===== config.mk =====
export PLATFORM = sky130hd
export DESIGN_NAME = led_blink_driver
export DESIGN_NICKNAME = d
export VERILOG_FILES = /design/src/rtl/led_pkg.sv /design/src/rtl/led_blink_driver_phase_timer.sv /design/src/rtl/led_blink_driver.sv
export SDC_FILE = /design/constraint.sdc
export NUM_CORES = 1
export LEC_CHECK = 0
export CORE_AREA = 2 2 57 59
export DETAILED_ROUTE_END_ITERATION = 7
export DIE_AREA = 0 0 59 61
export PLACE_DENSITY = 0.75
export SLEW_MARGIN = 40
export SYNTH_ARGS = -nofsm -noshare
export SYNTH_HDL_FRONTEND = slang
export SYNTH_SLANG_ARGS = --single-unit

===== constraint.sdc =====
create_clock -name clk -period 2 [get_ports clk]
set_input_delay 0.4 -clock clk [delete_from_list [all_inputs] [get_ports clk]]
set_output_delay 0.4 -clock clk [all_outputs]
set_load 0.02 [all_outputs]

===== src/rtl/led_pkg.sv =====
// Shared types and defaults for the LED blink driver.
// Binary-encoded FSM state plus default phase lengths.
package led_pkg;

  typedef enum logic [1:0] {
    IDLE = 2'd0,
    ON   = 2'd1,
    OFF  = 2'd2
  } blink_state_t;

  localparam int DEF_ON_CYCLES  = 4;
  localparam int DEF_OFF_CYCLES = 4;

endpackage


===== src/rtl/led_blink_driver_phase_timer.sv =====
// Phase timer: counts up while enabled, flags the terminal count.
// Sync clear restarts the phase from zero.
module phase_timer #(
  parameter int TIMER_W = 22
) (
  input  logic               clk,
  input  logic               rst_n,
  input  logic               clr,
  input  logic               en,
  input  logic [TIMER_W-1:0] term,
  output logic               expire
);

  logic [TIMER_W-1:0] cnt;

  // Phase counter; clear wins over count.
  always_ff @(posedge clk) begin
    if (!rst_n) begin
      cnt <= '0;
    end else if (clr) begin
      cnt <= '0;
    end else if (en) begin
      cnt <= cnt + TIMER_W'(1);
    end
  end

  assign expire = en && (cnt == term);

endmodule


===== src/rtl/led_blink_driver.sv =====
// LED blink driver: takes a blink count over valid/ready and
// drives N timed on/off pulses, then a one-cycle done pulse.
module led_blink_driver
  import led_pkg::*;
#(
  parameter int ON_CYCLES  = DEF_ON_CYCLES,
  parameter int OFF_CYCLES = DEF_OFF_CYCLES,
  parameter int NUM_W      = 4,
  parameter int TIMER_W    = 22
) (
  input  logic             clk,
  input  logic             rst_n,
  input  logic             cmd_valid,
  output logic             cmd_ready,
  input  logic [NUM_W-1:0] cmd_count,
  input  logic             abort,
  output logic             led,
  output logic             busy,
  output logic             done
);

  localparam logic [TIMER_W-1:0] ON_TERM  = TIMER_W'(ON_CYCLES - 1);
  localparam logic [TIMER_W-1:0] OFF_TERM = TIMER_W'(OFF_CYCLES - 1);

  blink_state_t       state_q;
  blink_state_t       state_d;
  logic [NUM_W-1:0]   rem_q;
  logic [NUM_W-1:0]   rem_d;
  logic               fin;
  logic               accept;
  logic               expire;
  logic               t_clr;
  logic               t_en;
  logic [TIMER_W-1:0] t_term;
  logic               led_d;
  logic               busy_d;
  logic               done_d;

  assign cmd_ready = rst_n && !abort && (state_q == IDLE);
  assign accept    = cmd_valid && cmd_ready;

  assign t_en   = (state_q != IDLE);
  assign t_clr  = abort || (state_q == IDLE) || expire;
  assign t_term = (state_q == ON) ? ON_TERM : OFF_TERM;

  phase_timer #(
    .TIMER_W (TIMER_W)
  ) u_timer (
    .clk    (clk),
    .rst_n  (rst_n),
    .clr    (t_clr),
    .en     (t_en),
    .term   (t_term),
    .expire (expire)
  );

  // State and remaining-blink register.
  always_ff @(posedge clk) begin
    if (!rst_n) begin
      state_q <= IDLE;
      rem_q   <= '0;
    end else begin
      state_q <= state_d;
      rem_q   <= rem_d;
    end
  end

  // Next-state: accept, phase changes, completion and abort.
  always_comb begin
    state_d = state_q;
    rem_d   = rem_q;
    fin     = 1'b0;
    if (abort) begin
      state_d = IDLE;
      rem_d   = '0;
    end else begin
      case (state_q)
        IDLE: begin
          if (accept) begin
            if (cmd_count == '0) begin
              fin = 1'b1;
            end else begin
              rem_d   = cmd_count;
              state_d = ON;
            end
          end
        end
        ON: begin
          if (expire) state_d = OFF;
        end
        OFF: begin
          if (expire) begin
            if (rem_q > NUM_W'(1)) begin
              rem_d   = rem_q - NUM_W'(1);
              state_d = ON;
            end else begin
              state_d = IDLE;
              fin     = 1'b1;
            end
          end
        end
        default: begin
          state_d = IDLE;
        end
      endcase
    end
  end

  // Output decode from the upcoming state.
  always_comb begin
    led_d  = (state_d == ON);
    busy_d = (state_d != IDLE);
    done_d = fin;
  end

  // Registered outputs, aligned with the state register.
  always_ff @(posedge clk) begin
    if (!rst_n) begin
      led  <= 1'b0;
      busy <= 1'b0;
      done <= 1'b0;
    end else begin
      led  <= led_d;
      busy <= busy_d;
      done <= done_d;
    end
  end

endmodule


=== Word level (Yosys, flattened, before mapping) ===
Index checks and enable logic that the tools add are counted.

* Bits in writable memories: 0
* Register bits: 31
* Bits in latches: 0
* Word-level logic and storage cells: 50
* Memories: 0
* Bits in read-only memories: 0

* Eq/ne operators: 8
* Magnitude comparators: 1
* Bitwise logic cells: 1
* Multipliers: 0
* Shifts and indexed selects: 0
* Muxes and demuxes: 17
* Add/sub/neg operators: 2
* Div/mod/pow operators: 0
* Reduce and logical (&&, ||, !) cells: 15

{| class="wikitable"
|+ Operator list
! operator !! number
|-
| $add 22x1->22 const B || 1
|-
| $eq 22x2->1 const B || 1
|-
| $mux 4 || 4
|-
| $mux 2 || 5
|-
| $ne 2x2->1 const B || 4
|-
| $pmux 4 s2 || 1
|-
| $pmux 2 s3 || 1
|-
| $reduce_bool 2->1 || 3
|-
| $mux 1 || 5
|-
| $reduce_and 5->1 || 1
|-
| $eq 2x1->1 const B || 2
|-
| $gt 4x1->1 const B || 1
|-
| $logic_and 1x1->1 || 4
|-
| $logic_not 4->1 || 1
|-
| $reduce_or 2->1 || 2
|-
| $sub 4x1->4 const B || 1
|-
| $eq 2x2->1 const B || 1
|-
| $logic_not 2->1 || 1
|-
| $logic_or 1x1->1 || 2
|-
| $pmux 1 s2 || 1
|-
| $logic_not 1->1 || 1
|-
| $not 1->1 || 1
|}

=== Logic depth before layout (Yosys ltp) ===
Gate-level depths: netlist (run 1).

* Word-level depth: 8
* Gate-level depth with buffers: 6
* Gate-level depth less buffers: 6

=== By module ===
From an unflattened synthesis (run 1), not the netlist that was laid out.

* Cell total of the unflattened synthesis: 213
* Area, all modules: 1815.5 µm²

{| class="wikitable"
|+ Modules (own cells, without submodules)
! module !! times used !! cells each !! area each (µm²)
|-
| phase_timer || 1 || 146 || 1255.0
|-
| led_blink_driver || 1 || 67 || 560.5
|}

=== Worst setup path before layout (run 1) ===
No wires, ideal clock.

* Kind: register to register
* Start: register u_timer.cnt[0]
* End: register busy
* Slack: 356 ps
* Data arrival time: 1524 ps
* Path buffers: 1
* Stages on the path, launching flop included: 7
* Period minus slack after synthesis: 1644 ps
* Data required time: 1880 ps
* Path through: dfxtp_1 > ha_1 > nor4b_1 > and4_1 > buf_2 > a31oi_1 > o31a_1

* Cells in the longest elaborated chain, start to end: 6
* Elaborated cells between the ends (all ways): 7

{| class="wikitable"
|+ RTL lines
! element !! RTL line !! RTL
|-
| start: declaration || led_blink_driver_phase_timer.sv:14 || <nowiki>logic [TIMER_W-1:0] cnt;</nowiki>
|-
| start signal: assignment || led_blink_driver_phase_timer.sv:23 || <nowiki>cnt <= cnt + TIMER_W'(1);</nowiki>
|-
| $eq 22x2->1 * || led_blink_driver_phase_timer.sv:27 || <nowiki>assign expire = en && (cnt == term);</nowiki>
|-
| $logic_and 1x1->1 * || led_blink_driver_phase_timer.sv:27 ||
|-
| $mux 2, on equally long branches || led_blink_driver.sv:92, led_blink_driver.sv:89 ||
|-
| $pmux 2 s3 * || led_blink_driver.sv:77 || <nowiki>case (state_q)</nowiki>
|-
| $mux 2 * || led_blink_driver.sv:73 || <nowiki>if (abort) begin</nowiki>
|-
| $reduce_bool 2->1 * || led_blink_driver.sv:112 || <nowiki>busy_d = (state_d != IDLE);</nowiki>
|-
| end signal: assignment || led_blink_driver.sv:124 || <nowiki>busy <= busy_d;</nowiki>
|-
| end: declaration || led_blink_driver.sv:18 || <nowiki>output logic busy,</nowiki>
|}

Mark *: on every way between the ends. The rest lies on a longest branch, timed or not.
A chain may end at the register's enable or synchronous reset.

=== Worst setup path in the final report (run 1) ===
* Start: register u_timer.cnt[6]
* End: register u_timer.cnt[21]

* Cells in the longest elaborated chain, start to end: 4
* Elaborated cells between the ends (all ways): 5

{| class="wikitable"
|+ RTL lines
! element
|-
| parallel branches: the longest is 4 deep, another holds $add 22x1->22
|}

Several ways; the timed one is not identified.

==> results.toml, run 1 <==
[status]
status = "complete, no violations"

[synth]
synth_fp_nets = 202
syn_inst = 191
syn_area_per_cell_um2 = 8.496
syn_area_um2 = 1623
synthArstFlopShare_pct = 0
synth_top_area_share_pct = 38.24
synth-seq-cells = 31
yosysUniqueCellTypes = 41
synth-edff-count = 0
synth_top_area_cell = "dfxtp_1"
synth-main-ff-cell = "dfxtp_1"
synth_warnings = 0
ys_seq_area_share_pct = 38.24
synthTopCellsByArea = "dfxtp_1 38%, nor2_1 4.4%, a21oi_1 4.3%"

[min_path]
hp-start = "u_timer.cnt[0]$_SDFFE_PP0N_"
hold_end = "u_timer.cnt[0]$_SDFFE_PP0N_"
hold_path.class = "register to register"
hold_depth = 1

[route]
vias_per_cell = 6.079
wl_met2_um = 1732
vias = 1465
drt_iter0_drc = 66
highest_layer = "met4"
m1WireLength_um = 1475
finalWirelength_um = 3408
drtPass1Iterations = 4
dr_wl_met3_um = 160
routedWlPerCell_um = 14.14
final_antenna_net_count = 0
route.detailed.drc = 0

[final_layout]
drive_gt1_share_pct = 11.06
fin_cells = 241
fillers = 266
nNetsFinal = 220
mostFrequentLayoutCells = "31 x dfxtp_1, 19 x nor2_1, 14 x a21oi_1, 11 x nand3_1, 11 x o21ai_0"
layout_commonest_cell = "dfxtp_1"
antenna_cells = 0
area_delta_synth_final_pct = 12.64

[cts]
cts-root-buf = "clkbuf_4"
cts_sinks = 31
numCtsBuffers = 5
path_clk_slew_ns = 0.09
cts_tree = "done"
clk_latency_ns = 0.33
htree_levels = 2
clockBufferDepth = 2

[grt]
grt-ovfl-total = 0
grt_usage_pct = 21.81
antenna_found_initial = 0
grt_pass1_wl_um = 5920
grt_max_degree = 23
grt_pass1_vias = 1428

[sta]
fmax_mhz = 549.6
relSlewSlack_pct = 71.03
hold_violations = 0
worstMarginPinSlew_ns = 0.4306
fin_crit_sh_pct = 90.97
layout_min_cycle_time_ns = 1.819
rsz0062_at_grt = "no"
finalMaxSlewViolations = 0
setup_violations = 0
setup_tns_ns = 0
clock_skew_ns = 0.008949

[critical_path]
r2r_end = "u_timer.cnt[21]$_SDFFE_PP0N_"
critPathMaxFanout = 10
r2r-start = "u_timer.cnt[6]$_SDFFE_PP0N_"
r2r_cells = 4
worstSetupPathType = "register to register"
arrival_ns = 2.09
regToRegSetupSlack_ns = 0.18
required_ns = 2.27
cp-end-kind = "register"
start_kind = "register"

[power]
power.density_nw_per_um2 = 544.7
p_total_mw = 0.9958
leakage_nw = 0.6161
vdd_drop_max_v = 0.0003653

[die]
initial_utilization_pct = 54.96
fp.dieH_um = 61
die-area_um2 = 3599
die_x_um = 59
io_pins = 12
rows = 20
core_area_um2 = 2953

[placement]
portBuffers = 11
dp_hpwl_um = 2491
gp_congestion = 0.8282
dp_cells = 235

[run]
drv_cap = 0
how the worst max path moves through the flow:
stage	cells past startpoint	end	start
4_1_cts	4	cmd_ready	abort
3_3_place_gp	4	cmd_ready	abort
3_5_place_dp	4	cmd_ready	abort
5_1_grt	5	done$_SDFF_PP0_	u_timer.cnt[0]$_SDFFE_PP0N_
6_report	4	u_timer.cnt[21]$_SDFFE_PP0N_	u_timer.cnt[6]$_SDFFE_PP0N_
2_1_floorplan	6	busy$_SDFF_PN0_	u_timer.cnt[0]$_SDFFE_PP0N_
Yosys cell counts (2+ instances only):
cell type / instances
nor4_1: 5
nand3_1: 11
nand4_4: 2
nand4_1: 8
nor3_1: 6
dfxtp_1: 31
ha_1: 3
nor2b_1: 3
buf_2: 5
o31ai_1: 4
and2_1: 2
xor2_1: 6
clkbuf_1: 3
o21ai_0: 11
or3_1: 5
xnor2_1: 6
a21oi_1: 14
a211oi_1: 2
and3_1: 2
inv_1: 5
nand2b_1: 2
mux2i_1: 3
nor2_1: 19
and4_1: 3
nand2_1: 10
or4_1: 4
buf_6: 2
flip-flops by register name, indices dropped and copies added (netlist names):
name / cells
led: 1
rem_q: 4
done: 1
u_timer.cnt: 22
busy: 1
state_q: 2
cell type report:
type,count,area (um^2),area share (%)
Tap cell,33,41.29,2.259
Multi-Input combinational cell,145,925.9,50.65
Inverter,5,18.77,1.027
Clock buffer,6,41.29,2.259
Timing Repair Buffer,21,180.2,9.856
Sequential cell,31,620.6,33.95
worst max-delay path, cell delays in order (launching register included):
cell and delay [ns]:
dfxtp_1 0.45, and4_1 0.44, nand4_4 0.21, or4_1 0.51
a21oi_1 0.15
routing by layer:
layer | up-vias | GRT usage (%)
met5 | - | 0
met4 | 0 | 9.416
met3 | 4 | 6.183
met2 | 33 | 38.73
met1 | 690 | 24.47
li1 | 738 | -
timing repair:
item,CTS,global route
buffers inserted,0,0
resized for setup,1,4
pin swaps,0,0
hold buffers,0,0
setup endpoints to repair,1,2
power by group:
group | leakage, nW | switching [mW] | internal (mW) | total, mW
sequential | 0.250 | 0.00197 | 0.619 | 0.621
clock | 0.0242 | 0.194 | 0.125 | 0.319
combinational | 0.342 | 0.0252 | 0.0306 | 0.0558
cells by family (layout without fill, tap and decap cells):
group / count (synthesis) / count (layout) / synth area share, %
simple gates: 86 / 86 / 30.46
compound gates: 41 / 41 / 15.88
flops: 31 / 31 / 38.24
buf+inv: 15 / 32 / 4.780
xor+xnor: 12 / 12 / 6.476
fa+ha+maj: 3 / 3 / 2.313
mux: 3 / 3 / 1.850
per-stage QoR:
stage	hold WS [ns]	cell area, um^2	utilization, %	setup WS (ns)
finish	0.4776	1828	61.91	0.1806
global route	0.5239	1828	61.91	0.02656
CTS	0.4750	1831	61.99	0.05487
detailed placement	0.4535	1790	60.64	-0.2258
global placement	0.4415	1790	60.64	-0.1833
floorplan	0.4263	1623	-	0.3559
No activity file was read; power rests on OpenSTA's default activity.
==> run 2: changes to the inputs <==
Settings changed: CAP_MARGIN from default to 30, CORE_AREA 2 2 57 59 to 2 2 56 58, DIE_AREA 0 0 59 61 to 0 0 58 60, PLACE_DENSITY 0.75 to 0.78.
Clock period 2 ns to 2.1 ns, I/O delays scaled along.
==> run 2 against run 1 <==
Net effect:
- clock skew rose by 0.0033 ns
- total power fell by 2.4%
- first-iteration DRC count fell by 30%
- sequential share of layout area rose by 0.21 points
- die area fell by 3.3%
- sequential power fell by 4.7%
- count of clock-buffer cells in the layout rose by 1
- critical endpoint is now cmd_ready
- combinational power fell by 8.1%
==> results.toml, run 2 (synthesized netlist as in run 1, its figures left out) <==
[status]
status = "complete, no violations"

[final_layout]
drive_gt1_share_pct = 9.179
layout_commonest_cell = "dfxtp_1"
reg.largest.list = "u_timer.cnt x22, rem_q x4, state_q x2"
fin_area_um2 = 1817
area_delta_synth_final_pct = 11.95
nNetsFinal = 217
final_util_pct = 62.59
mostFrequentLayoutCells = "31 x dfxtp_1, 19 x nor2_1, 14 x a21oi_1, 11 x nand3_1, 11 x o21ai_0"
top_register = "u_timer.cnt"
antenna_cells = 0
largest_reg_flops = 22
fin_cells = 240

[critical_path]
arrival_ns = 1.58
r2r_cells = 4
critPathBufInv = 2
required_ns = 1.68
r2r_end = "u_timer.cnt[21]$_SDFFE_PP0N_"
cp.depth = 4
worstSetupPathType = "input pin to primary output"
crit_path_top_delay_cell = "clkdlybuf4s50_1"
path_cells = "clkdlybuf4s50_1 -> nand2b_1 -> nor3_1 -> dlygate4sd2_1"
regToRegSetupSlack_ns = 0.31
critPathMaxFanout = 2
r2r-start = "u_timer.cnt[6]$_SDFFE_PP0N_"
critPathMaxStageDelay_ns = 0.42
path_delay_family = "buffers and inverters"
cp-end-kind = "primary output"
start_kind = "input pin"

[grt]
grt-ovfl-total = 0
grt_max_degree = 23
grt_pass1_wl_um = 5830
grt_pass1_vias = 1413
antenna_found_initial = 0
grt_usage_pct = 22.07

[sta]
setup_tns_ns = 0
hold_violations = 0
relSlewSlack_pct = 71.02
fmax_mhz = 498.8
setup_violations = 0
fin_crit_sh_pct = 95.47
clock_skew_ns = 0.01226
layout_min_cycle_time_ns = 2.005
setup_ws_ns = 0.09503
rsz0062_at_grt = "no"
finalMaxSlewViolations = 0
worstMarginPinSlew_ns = 0.4307

[die]
io_pins = 12
die_x_um = 58
die-area_um2 = 3480
rows = 20
core_area_um2 = 2903
initial_utilization_pct = 55.91
fp.dieH_um = 60

[route]
vias_per_cell = 6.025
vias = 1446
routedWlPerCell_um = 13.93
final_antenna_net_count = 0
drt_iter0_drc = 46
finalWirelength_um = 3342
drtPass1Iterations = 4
route.detailed.drc = 0

[min_path]
hold_path.class = "register to register"
hp-start = "u_timer.cnt[0]$_SDFFE_PP0N_"
hold_end = "u_timer.cnt[0]$_SDFFE_PP0N_"
hold_depth = 1

[power]
vdd_drop_max_v = 0.0004840
leakage_nw = 0.6082
power.density_nw_per_um2 = 534.7

[cts]
clk_latency_ns = 0.33
cts_tree = "done"
cts-root-buf = "clkbuf_4"
htree_levels = 2
path_clk_slew_ns = 0.08
clockBufferDepth = 2
cts_sinks = 31
post-cts-setup-buffers = 0
numCtsBuffers = 5

[placement]
dp_cells = 232
pre_cts_slack_ns = -0.2154
placed_area_um2 = 1768
gp_congestion = 0.8073
portBuffers = 11
dp_hpwl_um = 2437

[run]
drv_cap = 0
[run 2: cell types whose count changed in the layout (fill, tap and decap cells not counted), sizes merged]
cell / before / now
clkinv: 0 / 1
dlygate4sd2: 0 / 1
buf: 10 / 7
[run 2: layout make-up]
type,count,area [um^2]
tap,33,41.29
inverter,5,18.77
clock inverter,1,5.005
fill,269,1086
sequential,31,620.6
multi-input combinational,145,924.6
timing repair buffer,18,161.4
clock buffer,7,45.04
[run 2: metal layers]
metal  vias up  global-route usage (%)  routed length, um
met5         -                       0                  0
met4         0                   8.970                 42
met3         5                   6.494                143
met2        25                   40.26               1715
met1       689                   23.85               1440
li1        727                       -                  -
[run 2: worst max path at each step]
stage	start	end	slack, ns
floorplan	abort	done$_SDFF_PP0_	0.45
global placement	abort	cmd_ready	-0.12
detailed placement	abort	cmd_ready	-0.22
CTS	abort	cmd_ready	0.07
global route	abort	cmd_ready	0.02
finish	abort	cmd_ready	0.1
[run 2: timing repair]
item                                    CTS  global route
gates resized for setup                   1             0
hold buffers                              0             0
endpoints found under the setup margin    1             0
[run 2: where the power goes]
part	internal, mW	switching (mW)
Sequential	0.590	0.00252
Clock	0.130	0.197
Combinational	0.0279	0.0234
Total	0.748	0.223
[run 2: worst register-to-register path: stages, from the launching register on]
cell	delay, ns
dfxtp_1	0.43
and4_1	0.43
nand4_4	0.21
or4_1	0.51
a21oi_1	0.15
[run 2: per-stage QoR]
stage / total power [mW] / hold slack [ns]
2_1_floorplan: 0.6303 / 0.4263
5_1_grt: 1.013 / 0.4991
6_report: 0.9714 / 0.4653
3_3_place_gp: 0.6564 / 0.4400
3_5_place_dp: 0.6575 / 0.4527
4_1_cts: 0.9800 / 0.4734
